===== src/rtl/rst_seq_ctrl_if.sv =====
// Handshake bundle between the reset sequencer and its environment: the two reset
// request inputs and the status/reset outputs. Clock and power-on reset stay plain ports.
interface rst_seq_ctrl_if #(
  parameter int unsigned CNT_W = 8
);
  logic             ext_rst_n;
  logic             sw_rst_i;
  logic             rst_async_o;
  logic             rst_sync_o;
  logic             rst_done_o;
  logic             busy_o;
  logic [1:0]       cause_o;
  logic [CNT_W-1:0] rst_cnt_o;

  // Environment side: drives requests, observes reset status
  modport master (
    output ext_rst_n,
    output sw_rst_i,
    input  rst_async_o,
    input  rst_sync_o,
    input  rst_done_o,
    input  busy_o,
    input  cause_o,
    input  rst_cnt_o
  );

  // Sequencer side
  modport slave (
    input  ext_rst_n,
    input  sw_rst_i,
    output rst_async_o,
    output rst_sync_o,
    output rst_done_o,
    output busy_o,
    output cause_o,
    output rst_cnt_o
  );
endinterface


===== src/rtl/rst_seq_ctrl.sv =====
// Reset sequencer: merges power-on reset, a debounced pushbutton and a software request
// into an active-high reset with async assertion, sync release and a minimum hold time.
module rst_seq_ctrl #(
  parameter int unsigned SYNC_STAGES = 2,
  parameter int unsigned HOLD_CYCLES = 8,
  parameter int unsigned DEB_CYCLES  = 4,
  parameter int unsigned CNT_W       = 8
) (
  input logic           clk,
  input logic           reset,
  rst_seq_ctrl_if.slave bus
);

  localparam int unsigned HoldW = (HOLD_CYCLES > 1) ? $clog2(HOLD_CYCLES) : 1;
  localparam int unsigned DebW  = $clog2(DEB_CYCLES + 1);

  localparam logic [HoldW-1:0] HoldLoad = HoldW'(HOLD_CYCLES - 1);
  localparam logic [DebW-1:0]  DebMax   = DebW'(DEB_CYCLES);
  localparam logic [CNT_W-1:0] CntMax   = '1;

  localparam logic [1:0] StAssert  = 2'd0;
  localparam logic [1:0] StHold    = 2'd1;
  localparam logic [1:0] StRelease = 2'd2;
  localparam logic [1:0] StRun     = 2'd3;

  localparam logic [1:0] CausePor = 2'b00;
  localparam logic [1:0] CauseExt = 2'b01;
  localparam logic [1:0] CauseSw  = 2'b10;

  logic [SYNC_STAGES-1:0] rel_sync_q;
  logic [SYNC_STAGES-1:0] ext_sync_q;
  logic [DebW-1:0]        deb_cnt_q;
  logic [1:0]             state_q, state_d;
  logic [HoldW-1:0]       hold_cnt_q, hold_cnt_d;
  logic [1:0]             cause_q, cause_d;
  logic [CNT_W-1:0]       cnt_q, cnt_d;
  logic                   rst_async_q;
  logic                   rst_sync_q;
  logic                   done_q;

  logic por_rel, ext_s, ext_press, trig, rst_next;
  logic [1:0]       trig_cause;
  logic [CNT_W-1:0] cnt_inc;

  assign por_rel    = rel_sync_q[SYNC_STAGES-1];
  assign ext_s      = ext_sync_q[SYNC_STAGES-1];
  assign ext_press  = (deb_cnt_q == DebMax);
  assign trig       = por_rel & (ext_press | bus.sw_rst_i);
  // Pushbutton takes priority when both sources fire together
  assign trig_cause = ext_press ? CauseExt : CauseSw;
  assign cnt_inc    = (cnt_q == CntMax) ? cnt_q : cnt_q + 1'b1;

  // Release chain shifts in 1 after reset rises; button chain idles high (not pressed)
  always_ff @(posedge clk or negedge reset) begin
    if (!reset) begin
      rel_sync_q <= '0;
      ext_sync_q <= '1;
    end else begin
      rel_sync_q <= {rel_sync_q[SYNC_STAGES-2:0], 1'b1};
      ext_sync_q <= {ext_sync_q[SYNC_STAGES-2:0], bus.ext_rst_n};
    end
  end

  // Debounce: count consecutive low samples, saturate, any high sample clears
  always_ff @(posedge clk or negedge reset) begin
    if (!reset) begin
      deb_cnt_q <= '0;
    end else if (ext_s) begin
      deb_cnt_q <= '0;
    end else if (deb_cnt_q != DebMax) begin
      deb_cnt_q <= deb_cnt_q + 1'b1;
    end
  end

  // Next-state, hold countdown, cause and event-count decode
  always_comb begin
    state_d    = state_q;
    hold_cnt_d = hold_cnt_q;
    cause_d    = cause_q;
    cnt_d      = cnt_q;
    case (state_q)
      StAssert: begin
        // A held button keeps us here until it is released and the debouncer clears
        if (por_rel && !ext_press && !bus.sw_rst_i) begin
          state_d    = StHold;
          hold_cnt_d = HoldLoad;
        end
      end
      StHold: begin
        if (trig) begin
          state_d = StAssert;
          cause_d = trig_cause;
        end else if (hold_cnt_q == '0) begin
          state_d = StRelease;
        end else begin
          hold_cnt_d = hold_cnt_q - 1'b1;
        end
      end
      StRelease: begin
        if (trig) begin
          state_d = StAssert;
          cause_d = trig_cause;
          cnt_d   = cnt_inc;
        end else begin
          state_d = StRun;
        end
      end
      StRun: begin
        if (trig) begin
          state_d = StAssert;
          cause_d = trig_cause;
          cnt_d   = cnt_inc;
        end
      end
      default: state_d = StAssert;
    endcase
  end

  assign rst_next = (state_d == StAssert) || (state_d == StHold);

  // Sequencer state and registered outputs
  always_ff @(posedge clk or negedge reset) begin
    if (!reset) begin
      state_q     <= StAssert;
      hold_cnt_q  <= '0;
      cause_q     <= CausePor;
      cnt_q       <= '0;
      rst_async_q <= 1'b1;
      done_q      <= 1'b0;
    end else begin
      state_q     <= state_d;
      hold_cnt_q  <= hold_cnt_d;
      cause_q     <= cause_d;
      cnt_q       <= cnt_d;
      rst_async_q <= rst_next;
      done_q      <= (state_d == StRelease);
    end
  end

  // Purely synchronous reset copy; while reset is low state stays ASSERT so it loads 1
  always_ff @(posedge clk) begin
    rst_sync_q <= rst_next;
  end

  assign bus.rst_async_o = rst_async_q;
  assign bus.rst_sync_o  = rst_sync_q;
  assign bus.rst_done_o  = done_q;
  assign bus.busy_o      = (state_q != StRun);
  assign bus.cause_o     = cause_q;
  assign bus.rst_cnt_o   = cnt_q;

endmodule


===== src/flat_wrapper.sv =====
// flat-port wrapper written by rule: the top's interface ports become plain ports
module rst_seq_ctrl_flat 
#(
  parameter int unsigned SYNC_STAGES = 2,
  parameter int unsigned HOLD_CYCLES = 8,
  parameter int unsigned DEB_CYCLES  = 4,
  parameter int unsigned CNT_W       = 8
)
  (clk, reset, bus_ext_rst_n, bus_sw_rst_i, bus_rst_async_o, bus_rst_sync_o, bus_rst_done_o, bus_busy_o, bus_cause_o, bus_rst_cnt_o);
  rst_seq_ctrl_if #(.CNT_W(CNT_W)) bus_i ();
  input logic clk;
  input logic reset;
  input wire logic [$bits(bus_i.ext_rst_n)-1:0] bus_ext_rst_n;
  input wire logic [$bits(bus_i.sw_rst_i)-1:0] bus_sw_rst_i;
  output wire logic [$bits(bus_i.rst_async_o)-1:0] bus_rst_async_o;
  output wire logic [$bits(bus_i.rst_sync_o)-1:0] bus_rst_sync_o;
  output wire logic [$bits(bus_i.rst_done_o)-1:0] bus_rst_done_o;
  output wire logic [$bits(bus_i.busy_o)-1:0] bus_busy_o;
  output wire logic [$bits(bus_i.cause_o)-1:0] bus_cause_o;
  output wire logic [$bits(bus_i.rst_cnt_o)-1:0] bus_rst_cnt_o;
  assign bus_i.ext_rst_n = bus_ext_rst_n;
  assign bus_i.sw_rst_i = bus_sw_rst_i;
  assign bus_rst_async_o = bus_i.rst_async_o;
  assign bus_rst_sync_o = bus_i.rst_sync_o;
  assign bus_rst_done_o = bus_i.rst_done_o;
  assign bus_busy_o = bus_i.busy_o;
  assign bus_cause_o = bus_i.cause_o;
  assign bus_rst_cnt_o = bus_i.rst_cnt_o;
  rst_seq_ctrl #(.SYNC_STAGES(SYNC_STAGES), .HOLD_CYCLES(HOLD_CYCLES), .DEB_CYCLES(DEB_CYCLES), .CNT_W(CNT_W)) u_core (.clk(clk), .reset(reset), .bus(bus_i));
endmodule

===== config.mk =====
export PLATFORM = sky130hd
export DESIGN_NAME = rst_seq_ctrl_flat
export DESIGN_NICKNAME = d
export VERILOG_FILES = /design/src/rtl/rst_seq_ctrl_if.sv /design/src/rtl/rst_seq_ctrl.sv /design/src/flat_wrapper.sv
export SDC_FILE = /design/constraint.sdc
export NUM_CORES = 1
export LEC_CHECK = 0
export BUFFER_PORTS_ARGS = -buffer_cell sky130_fd_sc_hd__buf_2
export CORE_ASPECT_RATIO = 0.7
export CORE_MARGIN = 4
export CORE_UTILIZATION = 30
export DETAILED_ROUTE_END_ITERATION = 10
export PLACE_DENSITY = 0.53
export SETUP_SLACK_MARGIN = 0.1
export SLEW_MARGIN = 20
export SYNTH_ARGS = -nofsm -noshare
export SYNTH_HDL_FRONTEND = slang
export SYNTH_SLANG_ARGS = --single-unit

===== constraint.sdc =====
create_clock -name clk -period 2 [get_ports clk]
set_input_delay 0.4 -clock clk [delete_from_list [all_inputs] [get_ports clk]]
set_output_delay 0.4 -clock clk [all_outputs]
set_load 0.05 [all_outputs]

Word level (Yosys, flattened, before mapping)
Index checks and enable logic that the tools add are counted.
W data, S select, Z words.
{ "totals": {"register_bits": 25, "out_inout_bits": 14, "word_cells": 56} }
{ "classes": {"add_sub_neg": 3, "n_eq_ne": 12, "muxes": 13, "n_bitwise": 3, "n_reduce_logical": 15} }
{ "op_table": {"columns": ["cell", "n"], "rows": [
  ["$mux W3", 5],
  ["$mux W2", 6],
  ["$add A8 B1 Y8 const B", 1],
  ["$eq A8 B8 Y1 const B", 1],
  ["$pmux W2 S4", 1],
  ["$eq A2 B2 Y1 const B", 3],
  ["$ne A2 B2 Y1 const B", 3],
  ["$pmux W3 S2", 1],
  ["$eq A2 B1 Y1 const B", 2],
  ["$logic_not A2 Y1", 2],
  ["$reduce_and A4 Y1", 1],
  ["$reduce_bool A2 Y1", 2],
  ["$add A3 B1 Y3 const B", 1],
  ["$eq A3 B3 Y1 const B", 1],
  ["$logic_not A3 Y1", 1],
  ["$ne A3 B3 Y1 const B", 1],
  ["$reduce_and A3 Y1", 1],
  ["$reduce_or A3 Y1", 1],
  ["$sub A3 B1 Y3 const B", 1],
  ["$logic_and A1 B1 Y1", 2],
  ["$logic_not A1 Y1", 2],
  ["$ne A2 B1 Y1 const B", 1],
  ["$reduce_and A2 Y1", 1],
  ["$reduce_or A2 Y1", 1],
  ["4 further kinds", 4]
]} }

Longest topological paths before layout
{ "depth": {"word_depth": 8, "depth_mapped": 6} }

Worst setup path after synthesis
No wires, ideal clock.
{ "synth_timing": {"path_kind": "reg-to-reg", "startpoint": "register u_core.cnt_q[0], in the netlist u_core.bus.rst_cnt_o[0]", "endpoint": "register u_core.cnt_q[1], in the netlist u_core.bus.rst_cnt_o[1]", "setup_time_ns": 0.127, "arrival_time_ns": 1.718, "required_ns": 1.873, "setup_slack_ns": 0.155, "path_stages_with_launch": 5, "synth_period_minus_slack_ns": 1.845, "path_cell_list": "dfrtp_1 ha_1 and4_1 a211oi_2 mux2_1"} }
{ "synth_between": {"elab_chain_len": 3} }
{ "synth_lines": {"columns": ["item", "line", "rtl"], "rows": [
  ["from (decl)", "rst_seq_ctrl.sv:36", "logic [CNT_W-1:0] cnt_q, cnt_d;"],
  ["from (signal assigned)", "rst_seq_ctrl.sv:134", "cnt_q <= cnt_d;"],
  ["branches (longest 3 deep; another with $add A8 B1 Y8)", null, null]
]} }
Several ways; the timed one is not identified.
A chain may end at the register's enable or synchronous reset.

Worst setup path after layout
{ "layout_timing": {"startpoint": "register u_core.deb_cnt_q[0]", "endpoint": "register u_core.cnt_q[6], in the netlist u_core.bus.rst_cnt_o[6]"} }
{ "layout_between": {"elab_chain_len": 4} }
{ "layout_lines": {"columns": ["item", "line", "rtl"], "rows": [
  ["from (decl)", "rst_seq_ctrl.sv:32", "logic [DebW-1:0] deb_cnt_q;"],
  ["from (signal assigned)", "rst_seq_ctrl.sv:71", "deb_cnt_q <= deb_cnt_q + 1'b1;"],
  ["$eq A3 B3 Y1", "rst_seq_ctrl.sv:47", "assign ext_press = (deb_cnt_q == DebMax);"],
  ["$or A1 B1 Y1", "rst_seq_ctrl.sv:48", "assign trig = por_rel & (ext_press | bus.sw_rst_i);"],
  ["$and A1 B1 Y1", "rst_seq_ctrl.sv:48", null],
  ["$reduce_and A3 Y1 (no line)", null, null]
]} }
Every way passes these cells.

==> run summary <==
The maximum VDD drop is 0.000596 V. The die width is 81.9 um. The synthesized net count came out at 114. The post-synthesis simple-gate area fraction came out at 16.3%.

The most numerous cell in the Yosys netlist is dfrtp_1. The run finished with clean final reports. The violation count after the first detailed-route iteration came out at 17.

The hold buffer count at CTS is 0. For this run, the leading register cell type out of synthesis is dfrtp_1. The height of the die came out at 59.7 um.

A synthesized cell averages 10.9 um^2. The utilization after layout is between 30% and 40%. After synthesis, the largest family of logic cells by area is simple AND/OR/NAND/NOR gates. The setup TNS came out at 0 ns. The type of element capturing the critical path is a flop. The total global routing track utilization is under 10%. The combinational fraction of design power is between 30% and 40%. The total via count after detailed routing is 785. The distinct cell type count after synthesis came out at 36. The clock reaches the later pin of the worst-skew pair after 0.26 ns. The global route total overflow came out at 0. The total wirelength of the detailed-routed design came out at 1990 um. The post-route clock skew is roughly 0.002 ns. Of all cell types, the one taking the most synthesized area is dfrtp_1. Sequential cells were found to cover 54.5% of the synthesized design area. The maximum buffer depth of the clock tree came out at 2.

The total of flip-flops plus latches after synthesis is 25. The layout overhead on the synthesized area came out at 16.2%. The maximum fanout count along the critical path is 7. Setup repair after global routing left no endpoint under its margin. The number of max-slew violations in the final report is 0. The worst hold path belongs to the class in -> async. The synthesized area came out at 0.00115 mm^2. The compound-cell area share of the yosys netlist is around 12%. After clock tree synthesis, the clock-pin slew on the worst setup and hold paths is 0.08 ns. In this run, the clock network consumes 20.0% of the power.

Clock tree synthesis found a total of 25 sinks. Dividing the detail-routed via count by the number of cells gives 4.51. Summed over its instances, the top area cell type makes up 45.9% of the synthesized netlist area. Dividing the detail-routed wire length by the instance count gives 11.4 um. The clock root buffer is clkbuf_8. The commonest cells after synthesis are 21 x dfrtp_1, 12 x nand2_1, 10 x nor2_1, 8 x inv_1, 5 x ha_1. The worst setup path is of the reg -> reg kind. The placeable core region is 0.00360 mm^2. For this design the total switching power over the nets is 0.553 mW. The number of flops mapped to enable cells by yosys came out at 0. Entering global routing, the biggest net connects 25 pins.

The ratio of total power to cell area came out at 1080 mW/mm^2. The normalized max-slew margin is 64.7%. The global placement routability congestion came out at 0.764. The adder-cell share of the synthesized area is 5.46%. The final setup violation count came out at 0. Across the run, the number of max-cap violations was 0.

Internal power comes to 0.890 mW. Buffers inserted during clock tree synthesis total 3. Multiplexer cells account for approximately 3.7% of the synthesized area. On the final layout, the worst hold slack is 0.107 ns. The data arrival time of the worst path came out at 1.93 ns. The die area is roughly 0.0049 mm^2. The post-route netlist has 24.2% of its cells at a drive strength greater than 1. The clock tree from TritonCTS is done.

18 I/O pins were placed. Net switching is between 30% and 40% of the power. The initial antenna violation count is 0.

The first-pass GRT wire length came out at 3520 um. In this run, flip-flops and latches consume 47.3% of the power. The total leakage power is 0.636 nW.

The repair_antennas step left the layout with diodes totalling 0. The row count is 18. The initial core utilization is 31.8%.

The quantity of I/O buffers inserted on ports came out at 17. The worst setup path is launched from a flop. The number of nets with antenna violations after detailed routing came out at 0. The maximum frequency from static timing analysis is between 500 and 600 MHz.

The H-tree level count is 1. The slew at the pin closest to its max-slew limit is ~0.53 ns. The number of warning messages in the yosys log is 0. The via count of the first global-routing pass came out at about 780. At the worst endpoint, the required time is 2.15 ns. The net count of the finished layout came out at 134. The xor and xnor fraction of the mapped netlist area came out at 3.82%. After synthesis, the cell types taking the most area are dfrtp_1 46%, dfstp_2 6.9%, ha_1 5.5%.

After layout, the worst path uses between 80% and 90% of the clock period. Synthesis produced a netlist whose cell count is 105. The first detailed-routing pass took 4 iterations. Of all flip-flops after synthesis, the portion carrying an async set or reset was 96.0%. The count of final hold-check violations came out at 0. The placed wire-length estimate is between 1000 and 1500 um. The time the worst path needs with I/O delays and setup is 1.78 ns. After detailed routing, the number of remaining DRC violations is 0.
## cell families (layout without fill, tap and decap cells)
logic type               after synthesis  in the layout
XOR/XNOR                               5              5
AO/OA/AOI/OAI                         17             17
flip-flops                            25             25
other                                  1              1
multiplexers                           4              4
buffers and inverters                 10             29
adder cells (fa/ha/maj)                5              5
AND/OR/NAND/NOR                       38             38
## area by class of cell
class / instances / area (um^2)
Clock buffer: 4 / 45.0
Sequential cell: 25 / 624
Tap cell: 50 / 62.6
Inverter: 8 / 30.0
Fill cell: 375 / 2270
Timing Repair Buffer: 17 / 85.1
Multi-Input combinational cell: 70 / 484
## stage by stage
step	std cells	total power, mW	cell area, um^2	setup WS [ns]
floorplan	105	1.05	1150	0.155
global placement	170	1.16	1280	0.276
detailed placement	170	1.17	1280	0.165
CTS	174	1.47	1320	0.152
global route	174	1.55	1330	0.110
finish	174	1.44	1330	0.225
## critical path, stage by stage (launching register included)
cell     delay [ns]
dfrtp_1        0.41
inv_1          0.07
ha_1           0.32
a21oi_2        0.15
nor2_1         0.20
and3_1         0.19
mux2_2         0.32
## power by group through the flow
stage / sequential (mW) / combinational, mW / clock [mW]
global route: 0.699 / 0.530 / 0.323
CTS: 0.683 / 0.479 / 0.304
global placement: 0.691 / 0.465 / 0
floorplan: 0.826 / 0.227 / 0
detailed placement: 0.691 / 0.477 / 0
finish: 0.683 / 0.473 / 0.288
## cell usage in the layout (no fill, tap or decap), drive strengths merged
cell,count
mux2,2
conb,1
a211oi,1
a311o,1
o21a,1
dfstp,3
and3,3
nand2,12
xor2,1
clkbuf,4
nand4,2
mux2i,2
nand3,2
buf,17
a221oi,1
a31oi,3
a21o,1
a32o,1
and4,2
inv,8
o21ai,2
nor2b,3
ha,5
and2,2
dfxtp,1
xnor2,4
dfrtp,21
nor2,10
nor3,1
nand2b,1
a21oi,6
## what timing repair did
item                                   in CTS  in global routing
buffers inserted                            0                  0
setup endpoints to repair                   0                  1
endpoints found under the hold margin       0                  0
resized for setup                           0                  1
## metal layers
layer | vias up | part of all wire, % | GRT usage [%]
met5 | - | 0 | 0
met4 | 0 | 1.2 | 2.84
met3 | 4 | 3.3 | 3.16
met2 | 9 | 44 | 14.4
met1 | 381 | 52 | 12.8
li1 | 391 | - | -
## path summary, 6_finish.rpt
path	slack (ns)	endpoint	startpoint	cells past startpoint
worst min-delay path	0.11	u_core.bus.rst_done_o	reset	1
worst max register to register	0.22	u_core.bus.rst_cnt_o[6]	u_core.deb_cnt_q[0]	6
worst min register to register	0.35	u_core.rel_sync_q[1]	u_core.rel_sync_q[0]	0
worst max-delay path	0.22	u_core.bus.rst_cnt_o[6]	u_core.deb_cnt_q[0]	6
min in group clk	0.23	u_core.ext_sync_q[0]	bus_ext_rst_n	1
max in group asynchronous	1.53	u_core.ext_sync_q[1]	reset	1
## flip-flops by register name, summed over array words and instances, names as in the netlist
register                flops
u_core.rel_sync_q           2
u_core.hold_cnt_q           3
u_core.ext_sync_q           2
u_core.bus.rst_done_o       1
u_core.bus.rst_async_o      1
u_core.bus.cause_o          2
u_core.state_q              2
u_core.bus.rst_cnt_o        8
u_core.bus.rst_sync_o       1
u_core.deb_cnt_q            3
Note: power is estimated with default switching activity, not from simulation.
